## src/rtl/cpu_types_pkg.sv

```systemverilog
// Shared CPU types: data word, RAM handshake state and the cache arbiter grant state.
package cpu_types_pkg;

    typedef logic [31:0] word_t;

    typedef enum logic [1:0] {
        FREE   = 2'd0,
        BUSY   = 2'd1,
        ACCESS = 2'd2,
        ERROR  = 2'd3
    } ramstate_t;

    typedef enum logic [1:0] {
        IDLE = 2'd0,
        IGNT = 2'd1,
        DGNT = 2'd2
    } arb_state_t;

endpackage

```

## src/rtl/arb_starve_ctr.sv

```systemverilog
// Saturating count of dcache grants taken while icache waits; raises force_i at the limit.
module arb_starve_ctr #(
    parameter int STARVE_LIMIT = 4
) (
    input  logic CLK,
    input  logic nRST,
    input  logic inc,
    input  logic clr,
    input  logic iREN,
    output logic force_i
);
    localparam int CW = $clog2(STARVE_LIMIT + 1);
    localparam logic [CW-1:0] LIM = CW'(STARVE_LIMIT);

    logic [CW-1:0] cnt;

    always_ff @(posedge CLK or negedge nRST) begin
        if (!nRST)
            cnt <= '0;
        else if (clr)
            cnt <= '0;
        else if (inc && cnt != LIM)
            cnt <= cnt + CW'(1);
    end

    assign force_i = iREN && (cnt == LIM);

endmodule

```

## src/rtl/cache_arbiter.sv

```systemverilog
// Shares the single RAM port between icache and dcache, one registered grant per transaction.
// Define CACHE_ARB_FAIR_EN to bound how long dcache priority can starve the icache.
module cache_arbiter
    import cpu_types_pkg::*;
#(
    parameter int STARVE_LIMIT = 4
) (
    input  logic      CLK,
    input  logic      nRST,
    input  logic      iREN,
    input  word_t     iaddr,
    output logic      iwait,
    output word_t     iload,
    input  logic      dREN,
    input  logic      dWEN,
    input  word_t     daddr,
    input  word_t     dstore,
    output logic      dwait,
    output word_t     dload,
    output logic      ramREN,
    output logic      ramWEN,
    output word_t     ramaddr,
    output word_t     ramstore,
    input  word_t     ramload,
    input  ramstate_t ramstate
);
    arb_state_t state, next_state;
    logic       force_i;

    always_ff @(posedge CLK or negedge nRST) begin
        if (!nRST)
            state <= IDLE;
        else
            state <= next_state;
    end

    always_comb begin
        next_state = state;
        ramREN     = 1'b0;
        ramWEN     = 1'b0;
        ramaddr    = '0;
        ramstore   = '0;
        iwait      = 1'b1;
        dwait      = 1'b1;
        case (state)
            IDLE: begin
                if (force_i)
                    next_state = IGNT;
                else if (dREN || dWEN)
                    next_state = DGNT;
                else if (iREN)
                    next_state = IGNT;
            end
            IGNT: begin
                ramREN  = 1'b1;
                ramaddr = iaddr;
                iwait   = (ramstate != ACCESS);
                // A dropped request aborts the grant; ERROR just keeps reissuing.
                if (ramstate == ACCESS || !iREN)
                    next_state = IDLE;
            end
            DGNT: begin
                ramREN   = dREN;
                ramWEN   = dWEN & ~dREN;
                ramaddr  = daddr;
                ramstore = dstore;
                dwait    = (ramstate != ACCESS);
                if (ramstate == ACCESS || !(dREN || dWEN))
                    next_state = IDLE;
            end
            default: next_state = IDLE;
        endcase
    end

    assign iload = ramload;
    assign dload = ramload;

`ifdef CACHE_ARB_FAIR_EN
    logic starve_inc, starve_clr;

    assign starve_inc = (state == IDLE) && (next_state == DGNT) && iREN;
    assign starve_clr = (state == IDLE) && (!iREN || next_state == IGNT);

    arb_starve_ctr #(.STARVE_LIMIT(STARVE_LIMIT)) u_starve (
        .CLK     (CLK),
        .nRST    (nRST),
        .inc     (starve_inc),
        .clr     (starve_clr),
        .iREN    (iREN),
        .force_i (force_i)
    );
`else
    logic unused_starve_limit;

    assign force_i             = 1'b0;
    assign unused_starve_limit = (STARVE_LIMIT > 0);
`endif

endmodule

```

## config.mk

```make
export PLATFORM = sky130hd
export DESIGN_NAME = cache_arbiter
export DESIGN_NICKNAME = d
export VERILOG_FILES = /design/src/rtl/cpu_types_pkg.sv /design/src/rtl/arb_starve_ctr.sv /design/src/rtl/cache_arbiter.sv
export SDC_FILE = /design/constraint.sdc
export NUM_CORES = 1
export LEC_CHECK = 0
export CORE_AREA = 2 2 103 105
export DETAILED_ROUTE_END_ITERATION = 7
export DIE_AREA = 0 0 105 107
export GPL_ROUTABILITY_DRIVEN = 0
export PLACE_DENSITY = 0.7
export SYNTH_ARGS = -nofsm -noshare
export SYNTH_HDL_FRONTEND = slang
export SYNTH_SLANG_ARGS = --single-unit
```

## constraint.sdc

```tcl
create_clock -name CLK -period 1.9 [get_ports CLK]
set_input_delay 0.38 -clock CLK [delete_from_list [all_inputs] [get_ports CLK]]
set_output_delay 0.38 -clock CLK [all_outputs]
set_load 0.02 [all_outputs]
```

==> results.py, run 1 <==
metrics = {
    "status": {
        "status": "finished, final reports clean",
    },
    "synthesis": {
        "syn-cell-area_mm2": 0.00139,
        "ys_seq_area_share_pct": 3.60,
        "syn_nets": 336,
        "yosys_warnings": 0,
        "synth-seq-cells": 2,
        "synth_top_area_share_pct": 34.6,
        "yosysTopAreaCell": "buf_4",
        "syn_avg_cell_area_um2": 7.06,
        "ys_types": 18,
        "syn_inst": 197,
        "synthTopCellsByArea": "buf_4 35%, a22oi_1 17%, nor2b_1 15%, and2_1 14%, buf_2 4.0%",
    },
    "place": {
        "hpwl_um": 5180,
        "io_buffer_count": 170,
        "dp.cells": 440,
        "dp_slack_ps": -352,
    },
    "hold_path": {
        "holdCritPathClass": "primary input to async pin",
    },
    "drt": {
        "dr_wl_met2_um": 3260,
        "drt_iter0_markers": 58,
        "drc_errors": 0,
        "wire_per_inst_um": 13.9,
        "dr.pass1.iters": 4,
        "detailroute.via_count": 1671,
        "wl_met3_um": 600,
        "viasPerCell": 3.76,
        "final_antenna_net_count": 0,
        "wl_met1_um": 2220,
        "top_layer": "met4",
        "wl_um": 6170,
    },
    "timing": {
        "fin_hold_ws_ps": 338,
        "max_clock_freq_mhz": 528,
        "setup-violations-final": 0,
        "worst_slack_ps": 4.90,
        "period_share_pct": 99.7,
        "slew_violations": 0,
        "final-hold-violation-count": 0,
        "skew_ps": 2.22,
        "maxSlewHeadroom_pct": 78.1,
        "rsz0062_at_grt": "true",
        "worst_pin_slew_ps": 327,
        "min_period_ps": 1900,
    },
    "global_routing": {
        "groute.usage.overall_pct": 9.89,
        "overflow": 0,
        "antenna_found_initial": 0,
        "grt_pass1_vias": 1693,
        "grt_max_degree": 33,
        "grt_pass1_wl_um": 8920,
    },
    "worst_setup_path": {
        "critPathMaxFanout": 22,
        "end_kind": "primary output",
        "rrSetupSlack_ps": 380,
        "reg2reg_depth": 7,
        "cp.required_ps": 1520,
        "critPathArrivalTime_ps": 1520,
        "startpoint_type": "flip-flop",
        "worst-setup-path-type": "flip-flop to primary output",
    },
    "clock_network": {
        "clk_pin_slew_ps": 30,
        "cts_root_buf": "clkbuf_8",
        "cts-hold-fix-buffers": 0,
        "clkSinkCount": 2,
        "clock_path_buffers": 2,
        "clk_latency_ps": 210,
        "cts.htree.levels": 1,
        "cts_tree": "yes",
        "cts_buffers": 3,
    },
    "die": {
        "core-area_mm2": 0.0101,
        "die_h_um": 107,
        "row_count": 37,
        "ioPinCount": 267,
        "start_util_pct": 13.8,
        "die_x_um": 105,
        "die_area_mm2": 0.0112,
    },
    "cells_and_area": {
        "largestRegisters": "state (2)",
        "utilization_pct": 28.0,
        "syn_to_final_growth_pct": 103,
        "fin_cells": 444,
        "fin_nets": 449,
        "drive_gt1_share_pct": 38.3,
        "num_antenna_cells": 0,
        "n_fill_cell": 1121,
        "largest_reg_flops": 2,
        "regMostFlops": "state",
    },
    "run": {
        "drv_cap": 0,
    },
    "power_and_ir_drop": {
        "vdd_drop_max_v": 0.000388,
        "p_per_area_mw_per_mm2": 1190,
        "p_leak_uw": 0.00117,
    },
}
## synth_stat cells
cell type / number
a21oi_1: 1
a21oi_2: 2
a22oi_1: 32
and2_1: 32
and3b_1: 1
buf_2: 11
buf_4: 64
clkbuf_1: 3
dfrtp_1: 2
ha_1: 4
inv_1: 3
nand2_1: 3
nor2b_1: 34
nor3b_1: 1
o21ai_0: 1
o21ai_2: 1
o22a_1: 1
o22ai_1: 1
## area by class of cell
class | count | area, µm² | area share (%)
repair buffers | 186 | 1610 | 56.9
multi-input cells | 114 | 942 | 33.4
well taps | 136 | 170 | 6.03
flip-flops and latches | 2 | 50.0 | 1.77
clock buffers | 3 | 41.3 | 1.46
inverters | 3 | 13.8 | 0.487
## through the flow
step	power, µW	TNS, ps	instance area (µm²)
5_1_grt	3580	-936	2820
4_1_cts	3310	-12.4	2890
3_3_place_gp	3190	-13020	2870
6_report	3350	0	2820
3_5_place_dp	3240	-15610	2870
2_1_floorplan	1860	0	1390
## final timing paths
kind / from / end
setup / recovery: state[0] / ramaddr[27]
hold / removal: nRST / state[1]
hold reg to reg: state[0] / state[0]
setup reg to reg: state[1] / state[0]
min in group CLK: state[0] / state[0]
max in group asynchronous: nRST / state[0]
## worst max-delay path, stage by stage (launching register included)
cell and delay (ps):
dfrtp_1 410, buf_4 160, ha_4 170, buf_12 160, a22oi_1 170, nor2b_1 70, buf_2 160
## report_power, final
part           leakage, µW  switching (µW)  internal [µW]
sequential       0.0000253            25.2           61.8
clock            0.0000216            33.7            134
combinational      0.00113            1570           1520
## cells in the final DEF, fill, tap and decap left out, drive strengths merged
cell type      count
nand2              3
o22ai              1
o22a               1
nor3b              1
o21ai              2
clkbuf             4
a21oi              3
and2              32
ha                 4
dlygate4sd2        1
a22oi             32
and3b              1
dfrtp              2
clkdlybuf4s15      1
nor2b             34
inv                3
buf               81
clkdlybuf4s50    102
## routing by layer
metal	vias to the layer above	GRT usage, %
li1	809	-
met5	-	0
met2	93	19.4
met4	0	2.57
met3	13	3.53
met1	756	9.81
## kinds of logic (layout without fill, tap and decap cells)
| family | Yosys count | in the layout | synth area share, % |
|---|---|---|---|
| buffers and inverters | 81 | 192 | 40.1 |
| AND/OR/NAND/NOR | 71 | 71 | 31.7 |
| AO/OA/AOI/OAI | 39 | 39 | 21.0 |
| adder cells (fa/ha/maj) | 4 | 4 | 3.60 |
| flip-flops | 2 | 2 | 3.60 |
## repair_timing
| item | CTS | global route |
|---|---|---|
| gates resized for setup | 242 | 69 |
| setup buffers | 1 | 0 |
| pin swaps | 0 | 5 |
| setup endpoints to repair | 68 | 67 |
Note: power is estimated with default switching activity, not from simulation.
==> inputs of run 2 (changes only) <==
--- a/config.mk
+++ b/config.mk
@@ -5,6 +5,7 @@
 export SDC_FILE = /design/constraint.sdc
 export NUM_CORES = 1
 export LEC_CHECK = 0
+export CAP_MARGIN = 0
 export CORE_AREA = 2 2 103 105
 export DETAILED_ROUTE_END_ITERATION = 7
 export DIE_AREA = 0 0 105 107
==> results of run 2 <==
Same layout as run 1: the final DEF is identical, and so are final timing and power.
